--- src/rtl/seg7_time_scanner_if.sv ---
// BCD time bus from the clock core to the display scanner.
// The clock core drives the bus (master); the scanner only reads it (slave).
interface seg7_time_scanner_if;
  logic       tick_1Hz;
  logic [3:0] sec_1s;
  logic [3:0] sec_10s;
  logic [3:0] min_1s;
  logic [3:0] min_10s;
  logic [3:0] hr_1s;
  logic [3:0] hr_10s;

  modport master (
    output tick_1Hz, sec_1s, sec_10s, min_1s, min_10s, hr_1s, hr_10s
  );

  modport slave (
    input tick_1Hz, sec_1s, sec_10s, min_1s, min_10s, hr_1s, hr_10s
  );
endinterface

--- src/rtl/seg7_time_scanner.sv ---
// Four-digit common-anode 7-segment scanner for HH:MM / MM:SS time display.
// Features: frame-coherent snapshots, hour leading-zero blanking, blinking colon, 8-level PWM.
module seg7_time_scanner #(
  parameter int DIGIT_CYCLES = 100_000
) (
  input  logic                 clk_100MHz,
  input  logic                 reset_n,
  seg7_time_scanner_if.slave   time_bus,
  input  logic                 show_sec,
  input  logic [2:0]           bright,
  output logic [6:0]           seg,
  output logic                 dp,
  output logic [3:0]           an
);

  localparam int CW = $clog2(DIGIT_CYCLES);
  localparam logic [CW-1:0] SLOT_LAST = CW'(DIGIT_CYCLES - 1);
  localparam logic [CW-1:0] PWM_STEP  = CW'(DIGIT_CYCLES / 8);

  logic [CW-1:0] slot_ctr_reg;
  logic [1:0]    idx_reg;
  logic [3:0]    digit_reg [4];
  logic          sec_mode_reg;
  logic          load_pending_reg;
  logic [3:0]    an_reg;
  logic [6:0]    seg_reg;
  logic          dp_reg;

  logic [3:0]    live_digit [4];
  logic          slot_wrap;
  logic          snap_load;
  logic [3:0]    cur_digit;
  logic          cur_sec_mode;
  logic [CW-1:0] pwm_level;
  logic          digit_on;
  logic [3:0]    an_next;
  logic [6:0]    seg_next;
  logic          dp_next;

  always_comb begin
    if (show_sec) begin
      live_digit[3] = time_bus.min_10s;
      live_digit[2] = time_bus.min_1s;
      live_digit[1] = time_bus.sec_10s;
      live_digit[0] = time_bus.sec_1s;
    end else begin
      live_digit[3] = time_bus.hr_10s;
      live_digit[2] = time_bus.hr_1s;
      live_digit[1] = time_bus.min_10s;
      live_digit[0] = time_bus.min_1s;
    end
  end

  assign slot_wrap = (slot_ctr_reg == SLOT_LAST);
  assign snap_load = load_pending_reg || (slot_wrap && (idx_reg == 2'd3));

  always_ff @(posedge clk_100MHz) begin
    if (!reset_n) begin
      slot_ctr_reg     <= '0;
      idx_reg          <= 2'd0;
      sec_mode_reg     <= 1'b0;
      load_pending_reg <= 1'b1;
    end else begin
      slot_ctr_reg <= slot_wrap ? '0 : slot_ctr_reg + CW'(1);
      if (slot_wrap) begin
        idx_reg <= idx_reg + 2'd1;
      end
      if (snap_load) begin
        sec_mode_reg     <= show_sec;
        load_pending_reg <= 1'b0;
      end
    end
  end

  genvar gi;
  generate
    for (gi = 0; gi < 4; gi++) begin : g_digit
      always_ff @(posedge clk_100MHz) begin
        if (!reset_n) begin
          digit_reg[gi] <= 4'd0;
        end else if (snap_load) begin
          digit_reg[gi] <= live_digit[gi];
        end
      end
      assign an_next[gi] = ~(digit_on && (idx_reg == 2'(gi)));
    end
  endgenerate

  // The first slot after reset shows the snapshot being loaded right now,
  // so the display never flashes the cleared digits.
  assign cur_digit    = load_pending_reg ? live_digit[idx_reg] : digit_reg[idx_reg];
  assign cur_sec_mode = load_pending_reg ? show_sec : sec_mode_reg;
  assign pwm_level    = slot_ctr_reg / PWM_STEP;
  assign digit_on     = (pwm_level <= CW'(bright)) &&
                        !((idx_reg == 2'd3) && !cur_sec_mode && (cur_digit == 4'd0));

  always_comb begin
    seg_next = 7'b1111111;
    if (digit_on) begin
      case (cur_digit)
        4'd0:    seg_next = 7'b1000000;
        4'd1:    seg_next = 7'b1111001;
        4'd2:    seg_next = 7'b0100100;
        4'd3:    seg_next = 7'b0110000;
        4'd4:    seg_next = 7'b0011001;
        4'd5:    seg_next = 7'b0010010;
        4'd6:    seg_next = 7'b0000010;
        4'd7:    seg_next = 7'b1111000;
        4'd8:    seg_next = 7'b0000000;
        4'd9:    seg_next = 7'b0010000;
        default: seg_next = 7'b0111111;
      endcase
    end
  end

  assign dp_next = ~(digit_on && (idx_reg == 2'd2) && (cur_sec_mode || time_bus.tick_1Hz));

  always_ff @(posedge clk_100MHz) begin
    if (!reset_n) begin
      an_reg  <= 4'b1111;
      seg_reg <= 7'b1111111;
      dp_reg  <= 1'b1;
    end else begin
      an_reg  <= an_next;
      seg_reg <= seg_next;
      dp_reg  <= dp_next;
    end
  end

  assign an  = an_reg;
  assign seg = seg_reg;
  assign dp  = dp_reg;

endmodule
--- src/flat_wrapper.sv ---
// flat-port wrapper written by rule: the top's interface ports become plain ports
module seg7_time_scanner_flat 
#(
  parameter int DIGIT_CYCLES = 100_000
)
  (clk_100MHz, reset_n, show_sec, bright, seg, dp, an, time_bus_tick_1Hz, time_bus_sec_1s, time_bus_sec_10s, time_bus_min_1s, time_bus_min_10s, time_bus_hr_1s, time_bus_hr_10s);
  seg7_time_scanner_if time_bus_i ();
  input  logic clk_100MHz;
  input  logic reset_n;
  input  logic show_sec;
  input  logic [2:0] bright;
  output logic [6:0] seg;
  output logic dp;
  output logic [3:0] an;
  input wire logic [$bits(time_bus_i.tick_1Hz)-1:0] time_bus_tick_1Hz;
  input wire logic [$bits(time_bus_i.sec_1s)-1:0] time_bus_sec_1s;
  input wire logic [$bits(time_bus_i.sec_10s)-1:0] time_bus_sec_10s;
  input wire logic [$bits(time_bus_i.min_1s)-1:0] time_bus_min_1s;
  input wire logic [$bits(time_bus_i.min_10s)-1:0] time_bus_min_10s;
  input wire logic [$bits(time_bus_i.hr_1s)-1:0] time_bus_hr_1s;
  input wire logic [$bits(time_bus_i.hr_10s)-1:0] time_bus_hr_10s;
  assign time_bus_i.tick_1Hz = time_bus_tick_1Hz;
  assign time_bus_i.sec_1s = time_bus_sec_1s;
  assign time_bus_i.sec_10s = time_bus_sec_10s;
  assign time_bus_i.min_1s = time_bus_min_1s;
  assign time_bus_i.min_10s = time_bus_min_10s;
  assign time_bus_i.hr_1s = time_bus_hr_1s;
  assign time_bus_i.hr_10s = time_bus_hr_10s;
  seg7_time_scanner #(.DIGIT_CYCLES(DIGIT_CYCLES)) u_core (.clk_100MHz(clk_100MHz), .reset_n(reset_n), .time_bus(time_bus_i), .show_sec(show_sec), .bright(bright), .seg(seg), .dp(dp), .an(an));
endmodule
--- config.mk ---
export PLATFORM = sky130hd
export DESIGN_NAME = seg7_time_scanner_flat
export DESIGN_NICKNAME = d
export VERILOG_FILES = /design/src/rtl/seg7_time_scanner_if.sv /design/src/rtl/seg7_time_scanner.sv /design/src/flat_wrapper.sv
export SDC_FILE = /design/constraint.sdc
export NUM_CORES = 1
export LEC_CHECK = 0
export BUFFER_PORTS_ARGS = -buffer_cell sky130_fd_sc_hd__buf_2
export CAP_MARGIN = 5
export CORE_ASPECT_RATIO = 1.2
export CORE_MARGIN = 2
export CORE_UTILIZATION = 35
export DETAILED_ROUTE_END_ITERATION = 12
export GPL_TIMING_DRIVEN = 0
export PLACE_DENSITY = 0.49
export SKIP_CTS_REPAIR_TIMING = 1
export SYNTH_ARGS = -nofsm -noshare
export SYNTH_HDL_FRONTEND = slang
export SYNTH_SLANG_ARGS = --single-unit
--- constraint.sdc ---
create_clock -name clk_100MHz -period 6.7 [get_ports clk_100MHz]
set_input_delay 1.34 -clock clk_100MHz [delete_from_list [all_inputs] [get_ports clk_100MHz]]
set_output_delay 1.34 -clock clk_100MHz [all_outputs]
set_load 0.005 [all_outputs]
Yosys cells after proc, flatten, opt, wreduce, memory -nomap -nowiden --
Memory sizes are Yosys's and may differ from the RTL's. A register that Yosys moved wholly into a read port is not among the register bits. Index checks and enable logic that the tools add are counted.
Storage, ports and cells: register bits 26, bits in writable memories 16, memory bits (read-only) 112, input bits 31, memories kept 2
Cells by class: add/sub/neg operators 2, divide/modulo/power cells 1, order comparisons 2, equal/unequal tests 4, mux-type cells 16, bitwise logic cells 11, reduce and logical (&&, ||, !) cells 18
Memories:
- (name not given) | words 16, bits a word 7, rd ports 1, clocked after Yosys merged registers in 1, wr ports 0, RTL line seg7_time_scanner.sv:100 | case (cur_digit)
- u_core.digit_reg | words 4, bits a word 4, rd ports 1, clocked after Yosys merged registers in 1, wr ports 4, RTL line seg7_time_scanner.sv:22 | logic [3:0] digit_reg [4];
Operator list (number):
- $mux W4 | 7
- $add A17 B1 Y17 const B | 1
- $div A17 B14 Y17 const B | 1
- $eq A17 B17 Y1 const B | 1
- $le A17 B3 Y1 | 1
- $mux W16 | 1
- $logic_and A1 B1 Y1 | 9
- $bmux W4 S2 | 1
- $not A1 Y1 | 6
- $mux W1 | 5
- $eq A2 B2 Y1 const B | 2
- $logic_not A4 Y1 | 1
- $mux W2 | 2
- $or A1 B1 Y1 | 4
- $ge A3 B3 Y1 const B | 1
- $logic_not A1 Y1 | 3
- $not A2 Y3 | 1
- $add A2 B1 Y2 const B | 1
- $eq A2 B1 Y1 const B | 1
- $logic_not A2 Y1 | 1
- $logic_or A1 B1 Y1 | 2
- $reduce_and A2 Y1 | 1
- $reduce_or A2 Y1 | 1

Depth between registers and ports, before layout --
Gate-level depths: netlist (run 1).
depth after elaboration 12, depth in mapped cells 22, mapped depth without buffers 20

Least setup slack after synthesis (run 1) --
No wires, ideal clock.
path kind flip-flop to flip-flop, from register u_core.slot_ctr_reg[13], to register u_core.seg_reg[1] (netlist: u_core.seg[1]), library setup time 0.114 ns, arrival time 4.313 ns, data required time 6.586 ns, path slack 2.273 ns, stages on the path, launching flop included 20, path through dfxtp_1 buf_2 or4_4 o221ai_1 o221a_4 o211ai_2 a22oi_1 mux2i_1 or3b_1 o21ai_2 a21oi_1 a221o_1 a31o_1 ha_1 nand3_1 o21ai_0 nand3_1 a31oi_1 nand2_1 a21o_1
On the way: cells in the longest elaborated chain, start to end 5
RTL lines:
- from (decl) | RTL line seg7_time_scanner.sv:20 | logic [CW-1:0] slot_ctr_reg;
- from (signal assigned) | RTL line seg7_time_scanner.sv:64 | slot_ctr_reg <= slot_wrap ? '0 : slot_ctr_reg + CW'(1);
- $div A17 B14 Y17 | RTL line seg7_time_scanner.sv:93 | assign pwm_level = slot_ctr_reg / PWM_STEP;
- $le A17 B3 Y1 | RTL line seg7_time_scanner.sv:94 | assign digit_on = (pwm_level <= CW'(bright)) &&
- $logic_and A1 B1 Y1 | RTL line seg7_time_scanner.sv:94
- $reduce_and A2 Y1 (no source line)
- $logic_not A1 Y1 (no source line)
- to (decl) | RTL line seg7_time_scanner.sv:26 | logic [6:0] seg_reg;
No other way between the ends. A chain may end at the register's enable or synchronous reset.

Final worst setup path (run 1) --
from register u_core.slot_ctr_reg[6], to register u_core.seg_reg[0] (netlist: u_core.seg[0])
The elaborated chain is that of the path after synthesis.

==> metrics.md, run 1 <==
| Metric | Value |
|---|---|
| Relative slew slack | `53.32%` |
| Outcome | `complete, no violations` |
| Internal power | `510.1 uW` |
| Reg clk slew, reported paths | `0.07 ns` |
| Met1 Wirelength | `4001 um` |
| Ant diodes | `0` |
| Highest Signal Layer | `met4` |
| Number of fill cells | `1098` |
| Max Clock Skew | `0.004711 ns` |
| Post-synth top area cell | `dfxtp_1` |
| Mapped Cells | `442` |
| Max clock buf depth | `2` |
| Die height | `118.9 um` |
| Setup Crit Path Kind | `reg2reg` |
| Synth top area share | `18.21%` |
| Library cells used by synthesis | `74` |
| Final Hold Vio Count | `0` |
| Core ar. | `0.01062 sq mm` |
| Worst Hold End | `u_core.slot_ctr_reg[0]` |
| Via count | `3339` |
| Initial drt markers | `123` |
| Die footprint | `0.01185 sq mm` |
| Worst r2r dst | `u_core.seg[0]` |
| Post-synthesis mux area share | `15.12%` |
| Post-layout instance area | `0.004365 sq mm` |
| Gr usage total | `16.76%` |
| Max-Cap Viols | `0` |
| Post-DRT Antenna Nets | `0` |
| Largest family of logic cells by synthesized area | `simple AND/OR/NAND/NOR gates` |
| Antenna violations before repair | `0` |
| Final setup viols | `0` |
| Total power | `676.5 uW` |
| Vias/cell | `5.385` |
| Crit share post-route | `79.61%` |
| Net switching fraction of the power | `24.61%` |
| Row count | `41` |
| Routed WL per cell | `15.29 um` |
| Max Fclk | `187.5 MHz` |
| Crit-path max FO | `8` |
| Total grt overflow | `0` |
| Area Growth Syn to Fin | `13.46%` |
| Setup tns final | `0 ns` |
| Met3 Wirelength | `297 um` |
| Startpoint Class | `flip-flop` |
| Width of the die | `99.71 um` |
| Layout Cells excl Fill | `620` |
| Number of nets in the layout | `535` |
| Mapped Avg Cell Area | `8.705 sq um` |
| Logic pwr share | `11.4%` |
| CTS Buf Count | `5` |
| Share of layout cells above drive strength 1 | `16.29%` |
| Crit. End Element | `flip-flop` |
| Worst hold stages | `1` |
| Final Critical Period | `5.334 ns` |
| Switching pwr | `166.5 uW` |
| First drt pass iteration count | `4` |
| Placed Instance Area | `0.004214 sq mm` |
| DRC viols | `0` |
| Largest net degree at the start of global routing | `19` |
| Top FF cell, synth | `dfxtp_1` |
| Number of flip-flops in the largest register | `17` |
| Worst Tran Pin Value | `0.7002 ns` |
| Number of enable flip-flop cells after synthesis | `16` |
| Min-delay worst type | `reg2reg` |
| Number of global-route vias before repair | `3288` |
| Post-detail-place hpwl | `7538 um` |
| RSZ-0062 raised after global routing | `no` |
| H-tree Lvls | `2` |
| RePlAce Congestion | `0.8545` |
| Adder-Cell Fraction of Synth Area | `4.553%` |
| Clock Sinks | `51` |
| Reg2reg path depth | `20` |
| Seq pwr share | `49.9%` |
| Number of port buffers | `41` |
| Leakage | `0.001798 uW` |
| Ports | `43` |
| R2r startpoint | `u_core.slot_ctr_reg[6]` |
| Metal2 WL | `4985 um` |
| Post-synth net total | `487` |
| Inst Count DP | `612` |
| Clock share of power | `38.7%` |
| Clock root buffer | `clkbuf_16` |
| Area fraction in and, or, nand and nor cells after synthesis | `21.01%` |
| Synth Register Bits | `51` |
| Pins Over Slew Limit | `0` |
| Routed WL | `9477 um` |
| First-pass GRT wire length | `16080 um` |
| Synth Area in Compound Gates | `18.99%` |
| Asr flop ratio synth | `0%` |
| Area contributors post-synth | `dfxtp_1, edfxtp_1, mux2i_1, nor2_1, mux4_2` |
| Initial core utilization | `36.23%` |
| Worst reg2reg setup slack | `1.37 ns` |
| WP data required | `6.89 ns` |
| Critical Path AT | `5.52 ns` |
| Register area share after synthesis | `30.70%` |
| Hold Path Origin | `u_core.slot_ctr_reg[0]` |
| Synthesis Warnings | `0` |
| Synth Area in XOR/XNOR | `4.553%` |
| Clk_lat worst skew | `0.29 ns` |
| TritonCTS clock tree | `done` |
| Peak supply drop | `0.1164 mV` |
| PwrDens | `155.0 mW/mm^2` |
| Cell Area, Synth | `0.003847 sq mm` |
==> cell families after synthesis <==
kind of cell,after synthesis
fa+ha+maj,14
buf+inv,48
xor+xnor,20
simple gates,161
mux,48
compound gates,100
flops,51
==> cells in the mapped netlist, types with 11 or more instances <==
cell type  count
nand2_1       39
nor2_1        54
xnor2_1       11
nor3_1        13
o21ai_0       19
a21oi_1       12
clkbuf_1      18
ha_1          14
mux2i_1       39
inv_1         20
dfxtp_1       35
edfxtp_1      16
==> layout make-up <==
class	instances	area, sq um	area share (%)
plain buffers	27	116.4	2.666
clock buffers	5	125.1	2.866
clock inverters	3	26.28	0.6019
inverters	21	78.83	1.806
multi-input cells	343	2471	56.61
flip-flops and latches	51	1181	27.06
well taps	129	161.4	3.697
repair buffers	41	205.2	4.700
==> per-layer routing <==
layer	track usage, %	up-vias
met4	5.137	0
met1	19.83	1560
met5	0	-
met3	2.347	12
met2	30.91	65
li1	-	1702
==> critical path: stages, from the launching register on <==
cell	delay, ns
dfxtp_1	0.31
clkbuf_1	0.25
o21ai_0	0.29
a311oi_1	0.39
a31oi_1	0.17
or2_1	0.24
buf_2	0.18
nor3_1	0.28
o221ai_1	0.27
nor4_4	0.39
nor3_1	0.09
o311ai_0	0.50
a31oi_1	0.09
a31o_1	0.25
ha_1	0.27
nand3_1	0.06
o21ai_0	0.14
nand3_1	0.14
a31oi_1	0.48
nand2_1	0.22
a21o_1	0.20
==> power by group through the flow <==
stage          Clock (uW)  Sequential, uW  Combinational (uW)
4_1_cts               272             338                78.2
6_report              262             337                77.0
5_1_grt               286             339                87.4
3_5_place_dp            0             345                77.9
2_1_floorplan           0             345                48.3
3_3_place_gp            0             344                77.5
==> how the worst max path moves through the flow <==
| stage | from | endpoint | slack [ns] |
|---|---|---|---|
| after CTS | u_core.slot_ctr_reg[6] | u_core.seg[3] | 1.36 |
| after floorplan | u_core.slot_ctr_reg[13] | u_core.seg[1] | 2.27 |
| after global routing | u_core.slot_ctr_reg[6] | u_core.seg[3] | 0.77 |
| after detailed placement | u_core.slot_ctr_reg[6] | u_core.seg[3] | 1.40 |
| final | u_core.slot_ctr_reg[6] | u_core.seg[0] | 1.37 |
| after global placement | u_core.slot_ctr_reg[6] | u_core.seg[0] | 1.44 |
==> cells in the final DEF, fill, tap and decap left out, drive strengths merged, types with 2 or more instances in the layout <==
master   n
clkbuf  25
a311oi   2
a31oi    5
xnor2   11
nand2   39
o21ai   25
nor2    55
a211oi   3
buf     48
nor3    13
o21a     6
mux2i   39
o221ai   3
o311ai   2
a21o     8
or3      2
nand2b   2
nand4    5
nor2b    6
and2     4
nand4b   3
a31o     2
a21oi   12
or3b     2
edfxtp  16
dfxtp   35
xor2     9
o211a    4
mux4     8
and3     7
ha      14
a22oi    2
inv     22
clkinv   2
a21boi   3
nor4     4
or2      3
a21bo    2
o211ai   7
nand3   10
==> stage by stage <==
stage               hold WS [ns]  utilization [%]  setup slack (ns)
detailed placement        0.4710            39.68             1.400
global route              0.5097            41.11            0.7666
CTS                       0.4881            41.11             1.364
global placement          0.4647            39.68             1.442
finish                    0.4834            41.11             1.366
floorplan                 0.4417                -             2.273
No activity file was read; power rests on OpenSTA's default activity.
==> inputs of run 2 (changes only) <==
==> constraint.sdc (replaced) <==
create_clock -name clk_100MHz -period 5.51 [get_ports clk_100MHz]
set_input_delay 1.102 -clock clk_100MHz [delete_from_list [all_inputs] [get_ports clk_100MHz]]
set_output_delay 1.102 -clock clk_100MHz [all_outputs]
set_load 0.005 [all_outputs]
==> run 2 against run 1 <==
  * Via count shrank 0.75%
  * Hold slack hardly changed
  * Clock-buffer cell count unchanged
  * Clock power rose by 22%
  * Final cell count unchanged
  * Design area grew 0.57%
  * Sequential share of layout area down 0.15 points
  * Maximum frequency is 8.9% higher
  * Critical endpoint unchanged
==> metrics.md, run 2 (synthesis results as in run 1) <==
| Metric | Value |
|---|---|
| Core ar. | `0.01062 sq mm (unchanged)` |
| Gr usage total | `16.76% (unchanged)` |
| Max Clock Skew | `0.005261 ns (was 0.004711 ns)` |
| RSZ-0062 raised after global routing | `no (unchanged)` |
| Worst Tran Pin Value | `0.7028 ns (was 0.7002 ns)` |
| Setup Crit Path Kind | `reg2reg (unchanged)` |
| Ant diodes | `0 (unchanged)` |
| Total grt overflow | `0 (unchanged)` |
| Max clock buf depth | `2 (unchanged)` |
| Clk_lat worst skew | `0.29 ns (about the same)` |
| Final Hold Vio Count | `0 (unchanged)` |
| Worst path slowest cell | `or4_4 (was o311ai_0)` |
| DRC viols | `0 (unchanged)` |
| Via count | `3314 (was 3339)` |
| Die height | `118.9 um (unchanged)` |
| Number of fill cells | `1096 (was 1098)` |
| Crit share post-route | `88.85% (was 79.61%)` |
| WP data required | `5.70 ns (was 6.89 ns)` |
| Post-detail-place hpwl | `7538 um (unchanged)` |
| Peak supply drop | `0.1447 mV (was 0.1164 mV)` |
| Pins Over Slew Limit | `0 (unchanged)` |
| Vias/cell | `5.345 (was 5.385)` |
| H-tree Lvls | `2 (unchanged)` |
| Final Critical Period | `4.896 ns (was 5.334 ns)` |
| Routed WL | `9497 um (was 9477 um)` |
| Critical Path AT | `5.09 ns (was 5.52 ns)` |
| Final setup viols | `0 (unchanged)` |
| CP bufs+invs | `2 (unchanged)` |
| Number of port buffers | `41 (unchanged)` |
| Leakage | `0.001805 uW (was 0.001798 uW)` |
| Relative slew slack | `53.14% (was 53.32%)` |
| Die footprint | `0.01185 sq mm (unchanged)` |
| Antenna violations before repair | `0 (unchanged)` |
| Crit. End Element | `flip-flop (unchanged)` |
| Post-DRT Antenna Nets | `0 (unchanged)` |
| Number of flip-flops in the largest register | `17 (unchanged)` |
| TritonCTS clock tree | `done (unchanged)` |
| Max Fclk | `204.3 MHz (was 187.5 MHz)` |
| Clock Sinks | `51 (unchanged)` |
| Initial core utilization | `36.23% (unchanged)` |
| Routed WL per cell | `15.32 um (was 15.29 um)` |
| Commonest non-fill, non-tap cell in the layout | `nor2_1 (unchanged)` |
| First drt pass iteration count | `4 (unchanged)` |
| Startpoint Class | `flip-flop (unchanged)` |
| Share of layout cells above drive strength 1 | `16.90% (was 16.29%)` |
| Reg clk slew, reported paths | `0.07 ns (about the same)` |
| Outcome | `complete, no violations (unchanged)` |
| PwrDens | `187.7 mW/mm^2 (was 155.0 mW/mm^2)` |
| Area Growth Syn to Fin | `14.11% (was 13.46%)` |
| Number of global-route vias before repair | `3288 (unchanged)` |
| Ports | `43 (unchanged)` |
| Multi-input logic area | `0.002496 sq mm (was 0.002471 sq mm)` |
| CTS Buf Count | `5 (unchanged)` |
| CP top delay family | `simple AND/OR/NAND/NOR gates (was compound AO/OA/AOI/OAI gates)` |
| Max-Cap Viols | `0 (unchanged)` |
| Number of nets in the layout | `535 (unchanged)` |
| First-pass GRT wire length | `16080 um (unchanged)` |
| Most frequent cells in the layout | `nor2_1, buf_2, mux2i_1, nand2_1, dfxtp_1 (unchanged)` |
| Core Util, Final | `41.35% (was 41.11%)` |
| Worst-path cell chain | `buf_2 > or4_4 > o2111ai_1 > a31oi_1 > or2_1 > buf_2 > nor3_1 > o221ai_1 > nor4_4 > nor3b_1 > o311ai_0 > nand2_1 > a31o_1 > ha_1 > nand3_1 > o21ai_0 > nand3_1 > a31oi_4 > nand2_1 > a21o_1 (was clkbuf_1 > o21ai_0 > a311oi_1 > a31oi_1 > or2_1 > buf_2 > nor3_1 > o221ai_1 > nor4_4 > nor3_1 > o311ai_0 > a31oi_1 > a31o_1 > ha_1 > nand3_1 > o21ai_0 > nand3_1 > a31oi_1 > nand2_1 > a21o_1)` |
| Worst reg2reg setup slack | `0.61 ns (was 1.37 ns)` |
| Slowest stage delay, CP | `0.58 ns (was 0.50 ns)` |
| Row count | `41 (unchanged)` |
| Width of the die | `99.71 um (unchanged)` |
| Reg area | `0.001181 sq mm (unchanged)` |
| Min-delay worst type | `reg2reg (unchanged)` |
| Clock root buffer | `clkbuf_16 (unchanged)` |
| Setup tns final | `0 ns (unchanged)` |
| Largest net degree at the start of global routing | `19 (unchanged)` |
| Crit-path max FO | `8 (unchanged)` |
| Initial drt markers | `117 (was 123)` |
| RePlAce Congestion | `0.8545 (unchanged)` |
-- run 2: cell counts in the layout (fill, tap and decap cells not counted) --
No cell type changed its count.
-- run 2: final cells by class --
type | count | area share [%]
Multi-Input combinational cell | 343 | 56.85
Sequential cell | 51 | 26.90
Timing Repair Buffer | 41 | 4.674
Tap cell | 129 | 3.676
Clock buffer | 5 | 2.850
Buffer | 27 | 2.650
Inverter | 21 | 1.795
Clock inverter | 3 | 0.5985
-- run 2: stage by stage --
stage          power (uW)  worst slack (ns)  hold WS (ns)  cell area [sq um]  cells
6_report            823.9            0.6143        0.4834               4390    620
3_5_place_dp        514.2            0.2097        0.4710               4214    612
2_1_floorplan       477.8             1.083        0.4417               3847    442
3_3_place_gp        513.1            0.2524        0.4647               4214    612
5_1_grt             867.4           0.07857        0.5097               4390    620
4_1_cts             836.7            0.1744        0.4881               4365    620
-- run 2: report_power, final --
part | total [uW] | switching, uW | internal [uW]
sequential | 410 | 5.00 | 405
combinational | 94.6 | 52.0 | 42.7
clock | 319 | 146 | 173
-- run 2: path summary, 6_finish.rpt --
path | from | end | cells past startpoint
setup reg to reg | u_core.slot_ctr_reg[13] | u_core.seg[0] | 20
hold reg to reg | u_core.slot_ctr_reg[0] | u_core.slot_ctr_reg[0] | 1
setup / recovery | u_core.slot_ctr_reg[13] | u_core.seg[0] | 20
hold / removal | u_core.slot_ctr_reg[0] | u_core.slot_ctr_reg[0] | 1
-- run 2: worst register-to-register path, stage by stage, from the launching register on --
cell and delay (ns):
dfxtp_1 0.29, buf_2 0.17, or4_4 0.58, o2111ai_1 0.16
a31oi_1 0.16, or2_1 0.24, buf_2 0.18, nor3_1 0.28
o221ai_1 0.27, nor4_4 0.39, nor3b_1 0.09, o311ai_0 0.40
nand2_1 0.11, a31o_1 0.20, ha_1 0.27, nand3_1 0.06
o21ai_0 0.13, nand3_1 0.18, a31oi_4 0.27, nand2_1 0.16
a21o_1 0.18
-- run 2: routing by layer --
| layer | vias up | share of wire [%] | global-route usage [%] | routed length [um] |
|---|---|---|---|---|
| li1 | 1700 | - | - | - |
| met1 | 1550 | 42 | 19.83 | 4009 |
| met2 | 52 | 53 | 30.91 | 5013 |
| met3 | 12 | 3.0 | 2.347 | 281 |
| met4 | 0 | 2.0 | 5.137 | 193 |
| met5 | - | 0 | 0 | 0 |
==> inputs of run 3 (changes only) <==
--- a/config.mk
+++ b/config.mk
@@ -9,11 +9,13 @@
 export CAP_MARGIN = 5
 export CORE_ASPECT_RATIO = 1.2
 export CORE_MARGIN = 2
-export CORE_UTILIZATION = 35
+export CORE_UTILIZATION = 53
+export CTS_BUF_LIST = sky130_fd_sc_hd__clkbuf_8
 export DETAILED_ROUTE_END_ITERATION = 12
 export GPL_TIMING_DRIVEN = 0
-export PLACE_DENSITY = 0.49
+export PLACE_DENSITY = 0.7
 export SKIP_CTS_REPAIR_TIMING = 1
+export SLEW_MARGIN = 20
 export SYNTH_ARGS = -nofsm -noshare
 export SYNTH_HDL_FRONTEND = slang
 export SYNTH_SLANG_ARGS = --single-unit
==> run 3 against run 2 <==
  * Maximum frequency decreased by 1.9%
  * Sequential power about the same
  * Clock-buffer cell count unchanged
  * Critical path depth unchanged
  * Worst setup slack got worse by 0.094 ns
  * Hold slack improved by 0.0070 ns
  * Design area decreased by 2.9%
  * Register-to-register slack got worse by 0.09 ns
  * Power decreased by 13%
  * Clock power decreased by 32%
  * Die area decreased by 33%
==> metrics.md, run 3 (synthesis results as in run 1) <==
| Metric | Value |
|---|---|
| PwrDens | `168.9 mW/mm^2 (was 187.7 mW/mm^2)` |
| Die height | `97.34 um (was 118.9 um)` |
| Commonest non-fill, non-tap cell in the layout | `nor2_1 (unchanged)` |
| Clock Sinks | `51 (unchanged)` |
| Reg clk slew, reported paths | `0.10 ns (was 0.07 ns)` |
| Max Fclk | `200.4 MHz (was 204.3 MHz)` |
| Peak supply drop | `0.1336 mV (was 0.1447 mV)` |
| Initial drt markers | `158 (was 117)` |
| RePlAce Congestion | `0.8596 (was 0.8545)` |
| Antenna violations before repair | `0 (unchanged)` |
| CTS Buf Count | `5 (unchanged)` |
| Total grt overflow | `0 (unchanged)` |
| Hold WS | `0.4903 ns (was 0.4834 ns)` |
| Slowest stage delay, CP | `0.42 ns (was 0.58 ns)` |
| Layout Cells excl Fill | `581 (was 620)` |
| First-pass GRT wire length | `14600 um (was 16080 um)` |
| Crit. End Element | `flip-flop (unchanged)` |
| Clk_lat worst skew | `0.31 ns (was 0.29 ns)` |
| H-tree Lvls | `2 (unchanged)` |
| Area Growth Syn to Fin | `10.83% (was 14.11%)` |
| Max clock buf depth | `2 (unchanged)` |
| Final Hold Vio Count | `0 (unchanged)` |
| Gr usage total | `23.00% (was 16.76%)` |
| Critical Path AT | `5.20 ns (was 5.09 ns)` |
| Setup Crit Path Kind | `reg2reg (unchanged)` |
| Number of flip-flops in the largest register | `17 (unchanged)` |
| Width of the die | `81.78 um (was 99.71 um)` |
| Routed WL per cell | `14.88 um (was 15.32 um)` |
| CP bufs+invs | `2 (unchanged)` |
| Crit share post-route | `90.56% (was 88.85%)` |
| RSZ-0062 raised after global routing | `no (unchanged)` |
| Share of layout cells above drive strength 1 | `16.50% (was 16.90%)` |
| TritonCTS clock tree | `done (unchanged)` |
| Inst Count DP | `573 (was 612)` |
| Ports | `43 (unchanged)` |
| Number of port buffers | `41 (unchanged)` |
| Post-detail-place hpwl | `6889 um (was 7538 um)` |
| Startpoint Class | `flip-flop (unchanged)` |
| Clock root buffer | `clkbuf_8 (was clkbuf_16)` |
| WP data required | `5.72 ns (was 5.70 ns)` |
| Pins Over Slew Limit | `0 (unchanged)` |
| Min-delay worst type | `reg2reg (unchanged)` |
| First drt pass iteration count | `4 (unchanged)` |
| Worst-path cell chain | `clkbuf_1 > o21ai_0 > a311oi_1 > a31oi_1 > or2_1 > buf_2 > nor2_4 > o221ai_1 > nor4_4 > nor3b_1 > o311ai_0 > nand2_1 > a31o_1 > ha_1 > nand3_1 > o21ai_0 > nand3_1 > a31oi_2 > nand2_1 > a21o_1 (was buf_2 > or4_4 > o2111ai_1 > a31oi_1 > or2_1 > buf_2 > nor3_1 > o221ai_1 > nor4_4 > nor3b_1 > o311ai_0 > nand2_1 > a31o_1 > ha_1 > nand3_1 > o21ai_0 > nand3_1 > a31oi_4 > nand2_1 > a21o_1)` |
| Max-Cap Viols | `0 (unchanged)` |
| Crit-path max FO | `10 (was 8)` |
| Post-DRT Antenna Nets | `0 (unchanged)` |
| Routed WL | `8647 um (was 9497 um)` |
| Setup tns final | `0 ns (unchanged)` |
| Final Critical Period | `4.990 ns (was 4.896 ns)` |
| CP top delay family | `compound AO/OA/AOI/OAI gates (was simple AND/OR/NAND/NOR gates)` |
| Worst Tran Pin Value | `0.6816 ns (was 0.7028 ns)` |
| Largest net degree at the start of global routing | `18 (was 19)` |
| DRC viols | `0 (unchanged)` |
| Row count | `34 (was 41)` |
| Final setup viols | `0 (unchanged)` |
| Number of global-route vias before repair | `3375 (was 3288)` |
| Relative slew slack | `54.56% (was 53.14%)` |
| Initial core utilization | `53.83% (was 36.23%)` |
| Most frequent cells in the layout | `nor2_1, buf_2, mux2i_1, nand2_1, dfxtp_1 (unchanged)` |
| Ant diodes | `0 (unchanged)` |
| Die footprint | `0.007960 sq mm (was 0.01185 sq mm)` |
| Vias/cell | `5.842 (was 5.345)` |
| Leakage | `0.001772 uW (was 0.001805 uW)` |
| Number of nets in the layout | `535 (unchanged)` |
| Max Clock Skew | `0.01181 ns (was 0.005261 ns)` |
| Worst path slowest cell | `o311ai_0 (was or4_4)` |
| Via count | `3394 (was 3314)` |
| Outcome | `complete, no violations (unchanged)` |
| Core ar. | `0.007147 sq mm (was 0.01062 sq mm)` |
## run 3: path summary, 6_finish.rpt
| kind | start | to | slack (ns) | depth (start not counted) |
|---|---|---|---|---|
| setup reg to reg | u_core.slot_ctr_reg[6] | u_core.seg[3] | 0.52 | 20 |
| hold / removal | u_core.slot_ctr_reg[0] | u_core.slot_ctr_reg[0] | 0.49 | 1 |
| hold reg to reg | u_core.slot_ctr_reg[0] | u_core.slot_ctr_reg[0] | 0.49 | 1 |
| setup / recovery | u_core.slot_ctr_reg[6] | u_core.seg[3] | 0.52 | 20 |
## run 3: per-stage QoR
stage               setup slack [ns]  total power [uW]  cell area, sq um  util [%]
finish                        0.5199             720.0              4264     59.66
global route                 0.06108             756.2              4264     59.66
CTS                           0.4254             728.2              4258     59.58
detailed placement            0.4582             512.1              4165     58.28
global placement              0.4547             509.5              4165     58.28
floorplan                      1.083             477.8              3847         -
## run 3: power breakdown
part | switching (uW) | total [uW] | internal (uW)
clock | 125 | 217 | 91.3
sequential | 4.89 | 410 | 405
combinational | 50.8 | 93.3 | 42.5
total | 181 | 720 | 539
## run 3: routing by layer
metal	up-vias	track usage (%)	part of all wire, %
li1	1710	-	-
met1	1596	25.31	40
met2	71	42.90	54
met3	17	2.881	2.7
met4	0	9.103	2.3
met5	-	0	0
## run 3: cell type report
cell class,instances,area [sq um]
clock buffer,5,68.82
buffer,27,116.4
sequential,51,1181
timing repair buffer,41,205.2
tap,90,112.6
clock inverter,3,23.77
inverter,21,78.83
fill,677,2883
multi-input combinational,343,2477
